File: config.mk
export PLATFORM = sky130hd
export DESIGN_NAME = led_seq_ctrl_flat
export DESIGN_NICKNAME = d
export VERILOG_FILES = /design/src/rtl/led_seq_ctrl_if.sv /design/src/rtl/led_seq_ctrl.sv /design/src/flat_wrapper.sv
export SDC_FILE = /design/constraint.sdc
export NUM_CORES = 1
export LEC_CHECK = 0
export CORE_AREA = 2 2 130 81
export CTS_CLUSTER_DIAMETER = 40
export DETAILED_ROUTE_END_ITERATION = 8
export DIE_AREA = 0 0 132 83
export GPL_TIMING_DRIVEN = 0
export HOLD_SLACK_MARGIN = 0.06
export SLEW_MARGIN = 25
export SYNTH_ARGS = -nofsm -noshare
export SYNTH_HDL_FRONTEND = slang
export SYNTH_SLANG_ARGS = --single-unit
File: constraint.sdc
create_clock -name CLK -period 4.97 [get_ports CLK]
set_clock_uncertainty 0.15 [all_clocks]
set_input_delay 0.497 -clock CLK [delete_from_list [all_inputs] [get_ports CLK]]
set_output_delay 0.497 -clock CLK [all_outputs]
set_load 0.005 [all_outputs]
File: src/rtl/led_seq_ctrl_if.sv
// ---------------------------------------------------------------------------
// led_seq_ctrl_if
// Control/status bundle between top-level control logic and led_seq_ctrl.
//   cfg_we       : write cfg_pattern / cfg_len into the config registers
//   cfg_pattern  : pattern bits, bit k drives step k
//   cfg_len      : pattern length (0 or above PAT_LEN selects PAT_LEN)
//   cfg_loop     : 1 = repeat forever, 0 = one-shot (sampled at start)
//   cfg_duty     : LED brightness 0..15, present only with LED_DIM_EN
//   start / stop : single-cycle playback strobes
//   busy         : high while playing
//   done         : one-cycle pulse at the natural end of a one-shot run
//   step_idx     : index of the step currently displayed
// Modports: master (controller side), slave (led_seq_ctrl side).
// Optional macro: LED_DIM_EN adds cfg_duty.
// ---------------------------------------------------------------------------
interface led_seq_ctrl_if #(
    parameter int PAT_LEN = 10,
    parameter int LEN_W   = 4
);
    logic               cfg_we;
    logic [PAT_LEN-1:0] cfg_pattern;
    logic [LEN_W-1:0]   cfg_len;
    logic               cfg_loop;
`ifdef LED_DIM_EN
    logic [3:0]         cfg_duty;
`endif
    logic               start;
    logic               stop;
    logic               busy;
    logic               done;
    logic [LEN_W-1:0]   step_idx;

    modport master (
        output cfg_we, cfg_pattern, cfg_len, cfg_loop, start, stop,
`ifdef LED_DIM_EN
        output cfg_duty,
`endif
        input  busy, done, step_idx
    );

    modport slave (
        input  cfg_we, cfg_pattern, cfg_len, cfg_loop, start, stop,
`ifdef LED_DIM_EN
        input  cfg_duty,
`endif
        output busy, done, step_idx
    );
endinterface

File: src/rtl/led_seq_ctrl.sv
// ---------------------------------------------------------------------------
// led_seq_ctrl
// Plays a programmable on/off bit pattern on the LED bank, one pattern bit
// per step, each step lasting TICK_DIV clock cycles. One-shot or loop mode.
// Ports:
//   CLK    : system clock
//   RST_N  : asynchronous active-low reset
//   bus    : led_seq_ctrl_if.slave (config, start/stop, busy/done/step_idx)
//   LED    : NUM_LEDS outputs, all equal to the current pattern bit while
//            playing, 0 otherwise
// Optional macro: LED_DIM_EN adds a 4-bit PWM dimmer (bus.cfg_duty).
// All outputs are registered.
// ---------------------------------------------------------------------------
module led_seq_ctrl #(
    parameter int                TICK_DIV = 1200000,
    parameter int                PAT_LEN  = 10,
    parameter logic [PAT_LEN-1:0] PAT_INIT = 10'b1010000000,
    parameter int                NUM_LEDS = 5,
    parameter int                LEN_W    = 4
) (
    input  logic                CLK,
    input  logic                RST_N,
    led_seq_ctrl_if.slave       bus,
    output logic [NUM_LEDS-1:0] LED
);
    typedef enum logic [1:0] {S_IDLE, S_PLAY, S_DONE} state_t;

    localparam int               PRE_W    = (TICK_DIV > 1) ? $clog2(TICK_DIV) : 1;
    localparam logic [PRE_W-1:0] PRE_LAST = PRE_W'(TICK_DIV - 1);
    localparam logic [LEN_W-1:0] LEN_MAX  = LEN_W'(PAT_LEN);

    // Out-of-range lengths are folded to the full pattern when written.
    function automatic logic [LEN_W-1:0] clamp_len(input logic [LEN_W-1:0] len);
        return (len == '0 || len > LEN_MAX) ? LEN_MAX : len;
    endfunction

    state_t               state_q, state_d;
    logic [PAT_LEN-1:0]   cfg_pat_q, cfg_pat_d;
    logic [LEN_W-1:0]     cfg_len_q, cfg_len_d;
    logic [PAT_LEN-1:0]   sh_pat_q, sh_pat_d;
    logic [LEN_W-1:0]     sh_len_q, sh_len_d;
    logic                 loop_q, loop_d;
    logic [LEN_W-1:0]     step_q, step_d;
    logic [PRE_W-1:0]     presc_q, presc_d;
    logic [NUM_LEDS-1:0]  led_q, led_d;
    logic                 busy_q, busy_d;
    logic                 done_q, done_d;
    logic                 lit;
`ifdef LED_DIM_EN
    logic [3:0]           duty_q, duty_d;
    logic [3:0]           pwm_q, pwm_d;
`endif

    always_comb begin
        state_d   = state_q;
        cfg_pat_d = cfg_pat_q;
        cfg_len_d = cfg_len_q;
        sh_pat_d  = sh_pat_q;
        sh_len_d  = sh_len_q;
        loop_d    = loop_q;
        step_d    = step_q;
        presc_d   = presc_q;
`ifdef LED_DIM_EN
        duty_d    = duty_q;
        pwm_d     = pwm_q + 4'd1;
`endif

        if (bus.cfg_we) begin
            cfg_pat_d = bus.cfg_pattern;
            cfg_len_d = clamp_len(bus.cfg_len);
        end

        if (bus.stop) begin
            state_d = S_IDLE;
            step_d  = '0;
            presc_d = '0;
        end else begin
            case (state_q)
                S_IDLE, S_DONE: begin
                    state_d = S_IDLE;
                    step_d  = '0;
                    presc_d = '0;
                    if (bus.start) begin
                        // Shadows take the _d config so a same-cycle write is seen.
                        state_d  = S_PLAY;
                        sh_pat_d = cfg_pat_d;
                        sh_len_d = cfg_len_d;
                        loop_d   = bus.cfg_loop;
`ifdef LED_DIM_EN
                        duty_d   = bus.cfg_duty;
`endif
                    end
                end
                S_PLAY: begin
                    if (presc_q == PRE_LAST) begin
                        presc_d = '0;
                        if (step_q == sh_len_q - LEN_W'(1)) begin
                            step_d = '0;
                            if (!loop_q) state_d = S_DONE;
                        end else begin
                            step_d = step_q + LEN_W'(1);
                        end
                    end else begin
                        presc_d = presc_q + PRE_W'(1);
                    end
                end
                default: begin
                    state_d = S_IDLE;
                    step_d  = '0;
                    presc_d = '0;
                end
            endcase
        end

        // Outputs are computed from next-state values so they stay registered.
        busy_d = (state_d == S_PLAY);
        done_d = (state_d == S_DONE);
        lit    = busy_d && sh_pat_d[step_d];
`ifdef LED_DIM_EN
        led_d  = {NUM_LEDS{lit && (pwm_d < duty_d)}};
`else
        led_d  = {NUM_LEDS{lit}};
`endif
    end

    always_ff @(posedge CLK or negedge RST_N) begin
        if (!RST_N) begin
            state_q   <= S_IDLE;
            cfg_pat_q <= PAT_INIT;
            cfg_len_q <= LEN_MAX;
            sh_pat_q  <= PAT_INIT;
            sh_len_q  <= LEN_MAX;
            loop_q    <= 1'b0;
            step_q    <= '0;
            presc_q   <= '0;
            led_q     <= '0;
            busy_q    <= 1'b0;
            done_q    <= 1'b0;
`ifdef LED_DIM_EN
            duty_q    <= '0;
            pwm_q     <= '0;
`endif
        end else begin
            state_q   <= state_d;
            cfg_pat_q <= cfg_pat_d;
            cfg_len_q <= cfg_len_d;
            sh_pat_q  <= sh_pat_d;
            sh_len_q  <= sh_len_d;
            loop_q    <= loop_d;
            step_q    <= step_d;
            presc_q   <= presc_d;
            led_q     <= led_d;
            busy_q    <= busy_d;
            done_q    <= done_d;
`ifdef LED_DIM_EN
            duty_q    <= duty_d;
            pwm_q     <= pwm_d;
`endif
        end
    end

    assign LED          = led_q;
    assign bus.busy     = busy_q;
    assign bus.done     = done_q;
    assign bus.step_idx = step_q;

endmodule

File: src/flat_wrapper.sv
// flat-port wrapper written by rule: the top's interface ports become plain ports
module led_seq_ctrl_flat 
#(
    parameter int                TICK_DIV = 1200000,
    parameter int                PAT_LEN  = 10,
    parameter logic [PAT_LEN-1:0] PAT_INIT = 10'b1010000000,
    parameter int                NUM_LEDS = 5,
    parameter int                LEN_W    = 4
)
  (CLK, RST_N, LED, bus_cfg_we, bus_cfg_pattern, bus_cfg_len, bus_cfg_loop, bus_start, bus_stop, bus_busy, bus_done, bus_step_idx);
  led_seq_ctrl_if #(.PAT_LEN(PAT_LEN), .LEN_W(LEN_W)) bus_i ();
  input  logic CLK;
  input  logic RST_N;
  output logic [NUM_LEDS-1:0] LED;
  input wire logic [$bits(bus_i.cfg_we)-1:0] bus_cfg_we;
  input wire logic [$bits(bus_i.cfg_pattern)-1:0] bus_cfg_pattern;
  input wire logic [$bits(bus_i.cfg_len)-1:0] bus_cfg_len;
  input wire logic [$bits(bus_i.cfg_loop)-1:0] bus_cfg_loop;
  input wire logic [$bits(bus_i.start)-1:0] bus_start;
  input wire logic [$bits(bus_i.stop)-1:0] bus_stop;
  output wire logic [$bits(bus_i.busy)-1:0] bus_busy;
  output wire logic [$bits(bus_i.done)-1:0] bus_done;
  output wire logic [$bits(bus_i.step_idx)-1:0] bus_step_idx;
  assign bus_i.cfg_we = bus_cfg_we;
  assign bus_i.cfg_pattern = bus_cfg_pattern;
  assign bus_i.cfg_len = bus_cfg_len;
  assign bus_i.cfg_loop = bus_cfg_loop;
  assign bus_i.start = bus_start;
  assign bus_i.stop = bus_stop;
  assign bus_busy = bus_i.busy;
  assign bus_done = bus_i.done;
  assign bus_step_idx = bus_i.step_idx;
  led_seq_ctrl #(.TICK_DIV(TICK_DIV), .PAT_LEN(PAT_LEN), .PAT_INIT(PAT_INIT), .NUM_LEDS(NUM_LEDS), .LEN_W(LEN_W)) u_core (.CLK(CLK), .RST_N(RST_N), .bus(bus_i), .LED(LED));
endmodule
==> results.yml, run 1 <==
global_route:
  global_route_wire_length_before_repair_mm: 10.42
  grtUsageMet1: 0.1684
  grt_antenna_before_repair: 0
  grtUsageMet2: 0.1624
  first_global_vias: 2102
  grt_busiest_layer: "met1"
  grtUsageTotal: 0.1221
  pin_count_of_the_biggest_net_entering_global_routing: 37
  global_route.usage.met3: 0.05922
  global_route.overflow_total: 0
sta:
  fmaxAchievable_mhz: 334.1
  drv_slew: 0
  layout_worst_path_cycle_share: 0.6023
  tightestPinTransition_ns: 0.6425
  grt_setup_unrepaired: "false"
  post-route-worst-setup-slack_ns: 1.976
  setup_viol: 0
  layout_min_cycle_time_ns: 2.994
  slew_headroom: 0.5677
  report.final.hold_viol_count: 0
  finalSetupTns_ns: 0
pwr:
  total_power_w: 0.001320
  vdd_drop_max_uv: 176.6
  p_per_area_mw_per_mm2: 362.2
  leakage_nw: 1.498
cts:
  worst_skew_pair.late_latency_ns: 0.33
  clockRootBuffer: "sky130_fd_sc_hd__clkbuf_16"
  cts.sink_count: 59
  maximum_number_of_buffers_from_clock_root_to_sink: 2
  post-cts-setup-buffer-count: 0
  cts_repair_resize_count: 0
  tritoncts: "done"
  clk_transition_reported_paths_ns: 0.05
  h_tree_levels: 3
  cts_inserted_buffers: 9
layout:
  layout-drive-gt1-share: 0.1699
  final_core_util: 0.3755
  diodes: 0
  syn2layout_area_growth_pct: 27.44
  fillerInstances: 955
  final_net_count: 330
  final-instance-count-excl-fill: 447
synthesis:
  synth-simple-area-share: 0.1624
  synth_top_cell_by_area: "sky130_fd_sc_hd__dfrtp_1"
  postSynthCellCount: 265
  cell_types_with_the_highest_counts_after_synthesis: "sky130_fd_sc_hd__dfrtp_1, sky130_fd_sc_hd__nor2_1, sky130_fd_sc_hd__mux2_2"
  synthAdderAreaFrac: 0.01313
  yosysMostFrequentCell: "sky130_fd_sc_hd__dfrtp_1"
  synth.ff_latch_count: 59
  synth_top_family_by_area: "simple AND/OR/NAND/NOR gates"
  async_reset_ff_frac: 1.000
  synth_enable_flop_cells: 0
  synth.avg_cell_area_um2: 10.79
  synth_compound_gate_area_share: 0.08315
  synth_xor_xnor_area_share: 0.07790
  syn-num-nets: 288
  yosys_warnings: 0
  yosys-mux-area-fraction: 0.09540
  post_synth_num_cell_types: 47
  synth_top_flop_cell: "sky130_fd_sc_hd__dfrtp_1"
  synthDominantCellAreaShare: 0.4464
  seq_area_frac_synth: 0.5199
  syn-cell-area_mm2: 0.002859
  post_synth_main_area_contributors: "sky130_fd_sc_hd__dfrtp_1, sky130_fd_sc_hd__dfstp_2, sky130_fd_sc_hd__mux2_2"
detailed_routing:
  detail_route.iter0.violations: 94
  routedWlPerCell_um: 13.40
  post_drt_via_cell_ratio: 4.593
  number_of_iterations_in_the_first_detailed_routing_pass: 4
  drc: 0
  routed-via-count: 2053
  finalWirelength_mm: 5.991
  final_antenna_net_count: 0
worst_setup_path:
  critPathMostFrequentCell: "sky130_fd_sc_hd__buf_6"
  crit_required_ns: 5.01
  cp_cell_sequence: "inv_1 -> ha_1 -> xor2_2 -> nand3_1 -> or2_1 -> buf_6 -> a41o_1 -> buf_6 -> o311a_1 -> o32ai_1 -> mux2i_1 -> a32o_1"
  max_stage_delay_ns: 0.53
  critPathKind: "reg -> reg"
  critical-path-slowest-cell: "sky130_fd_sc_hd__dfstp_2"
  worstPathMaxFanout: 10
  cp_data_arrival_time_ns: 3.03
  start_kind: "register"
  cp-end-kind: "register"
floorplan:
  die-height_um: 83
  initial_utilization: 0.2946
  core_area_mm2: 0.009704
  die_x_um: 132
  io_pins: 31
  die-area_mm2: 0.01096
  rows: 28
place:
  routability_congestion_estimate: 0.7599
  post-place-ws_ns: 1.502
  place_inst: 430
  place.detailed.hpwl_mm: 4.259
  buffer_ports.inserted: 29
hold_path:
  tightest_hold_check_type: "reg -> reg"
run:
  cap_viol_max_count: 0
run_status:
  status: "finished, final reports clean"
cell families after synthesis:
group	count (synthesis)
fa+ha+maj	3
simple gates	93
xor+xnor	23
mux	25
flops	59
buf+inv	28
compound gates	34
final cells by class:
type,count,area [µm²],area share
flip-flops and latches,59,1486,0.4080
multi-input cells,178,1240,0.3403
repair buffers,31,317.8,0.08723
clock buffers,15,287.8,0.07898
well taps,135,168.9,0.04636
plain buffers,16,92.59,0.02541
inverters,12,45.04,0.01236
clock inverters,1,5.005,0.001374
stage by stage:
stage / hold WS, ns / cell area, µm²
3_5_place_dp: 0.2747 / 3336
5_1_grt: 0.3555 / 3643
2_1_floorplan: 0.05141 / 2859
3_3_place_gp: 0.3307 / 3318
4_1_cts: 0.3421 / 3638
6_report: 0.3381 / 3643
metal layers:
| metal | share of wire | vias to the layer above | wire (µm) |
|---|---|---|---|
| li1 | - | 1008 | - |
| met1 | 0.54 | 993 | 3256 |
| met2 | 0.38 | 44 | 2249 |
| met3 | 0.066 | 8 | 398 |
| met4 | 0.015 | 0 | 87 |
| met5 | 0 | - | 0 |
repair_timing:
action                                  CTS  global route
endpoints found under the hold margin    15             0
hold buffers                              1             0
endpoints found under the setup margin    0             0
worst max-delay path: cells and delay by family, from the launching register on:
kind                       cells  cell delay (ns)
adders and majority gates      1             0.30
DFF                            1             0.53
AOI/OAI and AO/OA              4             0.98
and+or+nand+nor                2             0.33
buffers and inverters          3             0.32
muxes                          1             0.12
xor gates and xnor gates       1             0.13
flip-flops by register name, summed over array words and instances (netlist names):
name                 flops
u_core.bus.busy          1
u_core.LED               1
u_core.sh_pat_q         10
u_core.state_q           2
u_core.cfg_pat_q        10
u_core.loop_q            1
u_core.presc_q          21
u_core.bus.step_idx      4
u_core.cfg_len_q         4
u_core.bus.done          1
u_core.sh_len_q          4
power by group:
| group | switching, W | leakage, nW | total [W] | internal (W) |
|---|---|---|---|---|
| clock | 0.000199 | 0.146 | 0.000590 | 0.000390 |
| combinational | 0.0000882 | 0.601 | 0.000178 | 0.0000897 |
| sequential | 0.0000177 | 0.751 | 0.000552 | 0.000534 |
| total | 0.000305 | 1.50 | 0.00132 | 0.00101 |
cells in the final DEF, fill, tap and decap left out, types with 4 or more instances in the layout:
cell / n
sky130_fd_sc_hd__xnor2_1: 9
sky130_fd_sc_hd__nand3_1: 10
sky130_fd_sc_hd__mux2_2: 18
sky130_fd_sc_hd__o21ai_0: 7
sky130_fd_sc_hd__mux2i_1: 7
sky130_fd_sc_hd__nand2_1: 14
sky130_fd_sc_hd__inv_1: 12
sky130_fd_sc_hd__dfstp_2: 8
sky130_fd_sc_hd__xor2_1: 12
sky130_fd_sc_hd__nand4_1: 7
sky130_fd_sc_hd__a21oi_1: 7
sky130_fd_sc_hd__clkbuf_1: 8
sky130_fd_sc_hd__dfrtp_1: 51
sky130_fd_sc_hd__clkbuf_16: 9
sky130_fd_sc_hd__buf_4: 5
sky130_fd_sc_hd__nor2_1: 30
sky130_fd_sc_hd__clkbuf_8: 4
sky130_fd_sc_hd__and3_1: 6
sky130_fd_sc_hd__nor3_1: 9
sky130_fd_sc_hd__clkdlybuf4s50_1: 28
final timing paths:
| check | from | end | slack, ns | cells after the start |
|---|---|---|---|---|
| min in group asynchronous | RST_N | u_core.bus.busy | 0.47 | 2 |
| max in group asynchronous | RST_N | u_core.presc_q[2] | 3.71 | 3 |
| worst max-delay path | u_core.sh_len_q[1] | u_core.LED[0] | 1.98 | 12 |
| worst min register to register | u_core.loop_q | u_core.state_q[1] | 0.34 | 1 |
| worst min-delay path | u_core.loop_q | u_core.state_q[1] | 0.34 | 1 |
| worst max register to register | u_core.sh_len_q[1] | u_core.LED[0] | 1.98 | 12 |
Power figures use the tool's default switching activity.
==> inputs of run 2 (changes only) <==
==> constraint.sdc (replaced) <==
create_clock -name CLK -period 2.8 [get_ports CLK]
set_clock_uncertainty 0.15 [all_clocks]
set_input_delay 0.28 -clock CLK [delete_from_list [all_inputs] [get_ports CLK]]
set_output_delay 0.28 -clock CLK [all_outputs]
set_load 0.005 [all_outputs]
==> run 2 against run 1 <==
  * Via count up 2.3%
  * Register-to-register slack worse by 2.0 ns
  * Global-route usage up 0.16 points
  * Combinational power up 95%
  * Final cell count up 0.89%
  * Clock-buffer cell count unchanged
  * Hold slack worse by 0.088 ns
  * Design area up 2.4%
  * Die area unchanged
==> results.yml, run 2 (synthesis results as in run 1) <==
floorplan:
  core_area_mm2: 0.009704
  rows: 28
  io_pins: 31
  die-area_mm2: 0.01096
  die_x_um: 132
  initial_utilization: 0.2946
  die-height_um: 83
sta:
  grt_setup_unrepaired: "true"
  setup_viol: 0
  fmaxAchievable_mhz: 359.6
  layout_min_cycle_time_ns: 2.781
  report.final.hold_viol_count: 0
  layout_worst_path_cycle_share: 0.9931
  slew_headroom: 0.5366
  drv_slew: 0
  tightestPinTransition_ns: 0.6888
pwr:
  leakage_nw: 1.532
  vdd_drop_max_uv: 321.1
  p_per_area_mw_per_mm2: 637.0
layout:
  top_regs: "u_core.presc_q x21, u_core.cfg_pat_q x10, u_core.sh_pat_q x10"
  largest_register_ffs: 21
  final_net_count: 334
  layout-drive-gt1-share: 0.2152
  fillerInstances: 951
  layout.cell_area.non_filler_mm2: 0.003732
  regMostFlops: "u_core.presc_q"
  multiInputGateArea_mm2: 0.001299
  final-instance-count-excl-fill: 451
  syn2layout_area_growth_pct: 30.55
  most-common-layout-cells: "sky130_fd_sc_hd__dfrtp_1, sky130_fd_sc_hd__nor2_1, sky130_fd_sc_hd__clkdlybuf4s50_1, sky130_fd_sc_hd__mux2_2, sky130_fd_sc_hd__nand2_1"
  diodes: 0
  seqCellArea_mm2: 0.001486
  most_common_cell_after_layout_fill_and_taps_aside: "sky130_fd_sc_hd__dfrtp_1"
detailed_routing:
  drc: 0
  routed-via-count: 2100
  routedWlPerCell_um: 13.71
  finalWirelength_mm: 6.184
  wl_met2_mm: 2.419
  top_layer: "met4"
  post_drt_via_cell_ratio: 4.656
  final_antenna_net_count: 0
  detail_route.iter0.violations: 89
  number_of_iterations_in_the_first_detailed_routing_pass: 4
  met1Wirelength_mm: 3.265
  met3_wirelength_um: 408
global_route:
  grt_antenna_before_repair: 0
  global_route_wire_length_before_repair_mm: 10.55
  first_global_vias: 2117
  pin_count_of_the_biggest_net_entering_global_routing: 37
  grtUsageTotal: 0.1237
  global_route.overflow_total: 0
place:
  routability_congestion_estimate: 0.7599
  place.detailed.hpwl_mm: 4.259
  cell_area_placed_mm2: 0.003336
  buffer_ports.inserted: 29
  place_inst: 430
run_status:
  status: "finished, final reports clean"
cts:
  cts_inserted_buffers: 9
  cts.sink_count: 59
  maximum_number_of_buffers_from_clock_root_to_sink: 2
  worst_skew_pair.late_latency_ns: 0.33
  h_tree_levels: 3
  tritoncts: "done"
  clk_transition_reported_paths_ns: 0.05
  clockRootBuffer: "sky130_fd_sc_hd__clkbuf_16"
worst_setup_path:
  start_kind: "register"
  crit_required_ns: 2.85
  cp_data_arrival_time_ns: 2.83
  worstPathMaxFanout: 6
  critPathKind: "reg -> reg"
  cp-end-kind: "register"
run:
  cap_viol_max_count: 0
hold_path:
  tightest_hold_check_type: "in -> async"
==> run 2: cell types whose count changed in the layout (fill, tap and decap cells not counted), moves of 2 or more <==
| cell | delta |
|---|---|
| sky130_fd_sc_hd__a211oi_2 | +2 |
| sky130_fd_sc_hd__a211oi_1 | -2 |
| sky130_fd_sc_hd__o32ai_2 | +2 |
| sky130_fd_sc_hd__buf_4 | +4 |
| sky130_fd_sc_hd__o32ai_1 | -2 |
==> run 2: critical path: stages (launching register included) <==
cell	delay, ns
sky130_fd_sc_hd__dfstp_2	0.54
sky130_fd_sc_hd__inv_2	0.05
sky130_fd_sc_hd__ha_4	0.26
sky130_fd_sc_hd__xor2_2	0.13
sky130_fd_sc_hd__nand3_2	0.08
sky130_fd_sc_hd__or2_1	0.25
sky130_fd_sc_hd__buf_6	0.13
sky130_fd_sc_hd__a41o_1	0.19
sky130_fd_sc_hd__buf_6	0.14
sky130_fd_sc_hd__o311a_1	0.11
sky130_fd_sc_hd__o32ai_2	0.24
sky130_fd_sc_hd__mux2i_1	0.10
sky130_fd_sc_hd__a32o_2	0.28
==> run 2: path summary, 6_finish.rpt <==
kind	from	endpoint	slack, ns	depth (start not counted)
setup / recovery	u_core.sh_len_q[1]	u_core.LED[0]	0.02	12
hold / removal	RST_N	u_core.bus.busy	0.25	2
setup reg to reg	u_core.sh_len_q[1]	u_core.LED[0]	0.02	12
hold reg to reg	u_core.loop_q	u_core.state_q[1]	0.34	1
max in group asynchronous	RST_N	u_core.presc_q[2]	1.76	3
min in group CLK	u_core.loop_q	u_core.state_q[1]	0.34	1
==> run 2: repair_timing <==
action | 4_1_cts | 5_1_grt
setup buffers | 1 | 2
endpoints found under the hold margin | 59 | 0
gates cloned | 1 | 0
pin swaps | 4 | 1
endpoints found under the setup margin | 1 | 11
hold buffers | 1 | 0
gates resized for setup | 7 | 8
==> run 2: per-layer routing <==
layer / GRT usage / up-vias
met5: 0 / -
met4: 0.04545 / 0
met3: 0.05861 / 8
met2: 0.1657 / 42
met1: 0.1711 / 1032
li1: - / 1018
==> run 2: final cells by class <==
type / instances / share of cell area
well taps: 135 / 0.04526
inverters: 12 / 0.01207
flip-flops and latches: 59 / 0.3983
clock buffers: 15 / 0.07710
plain buffers: 16 / 0.02548
repair buffers: 35 / 0.09252
multi-input cells: 178 / 0.3480
clock inverters: 1 / 0.001341
==> run 2: through the flow <==
step,total power (W),setup slack (ns),setup TNS (ns),hold WS [ns],util
final,0.002377,0.01941,0,0.2502,0.3846
after detailed placement,0.001308,-0.4509,-0.4509,0.05765,0.3437
after CTS,0.002397,0.02798,0,0.2503,0.3804
after global routing,0.002503,-0.1233,-0.1233,0.2763,0.3846
after global placement,0.001300,-0.5939,-30.55,0.3307,0.3419
after floorplan,0.001189,0.09965,0,-0.1656,-
==> run 2: report_power, final <==
part	switching, W	total (W)	internal, W
combinational	0.000169	0.000347	0.000178
clock	0.000357	0.00105	0.000693
sequential	0.0000323	0.000981	0.000948
total	0.000558	0.00238	0.00182
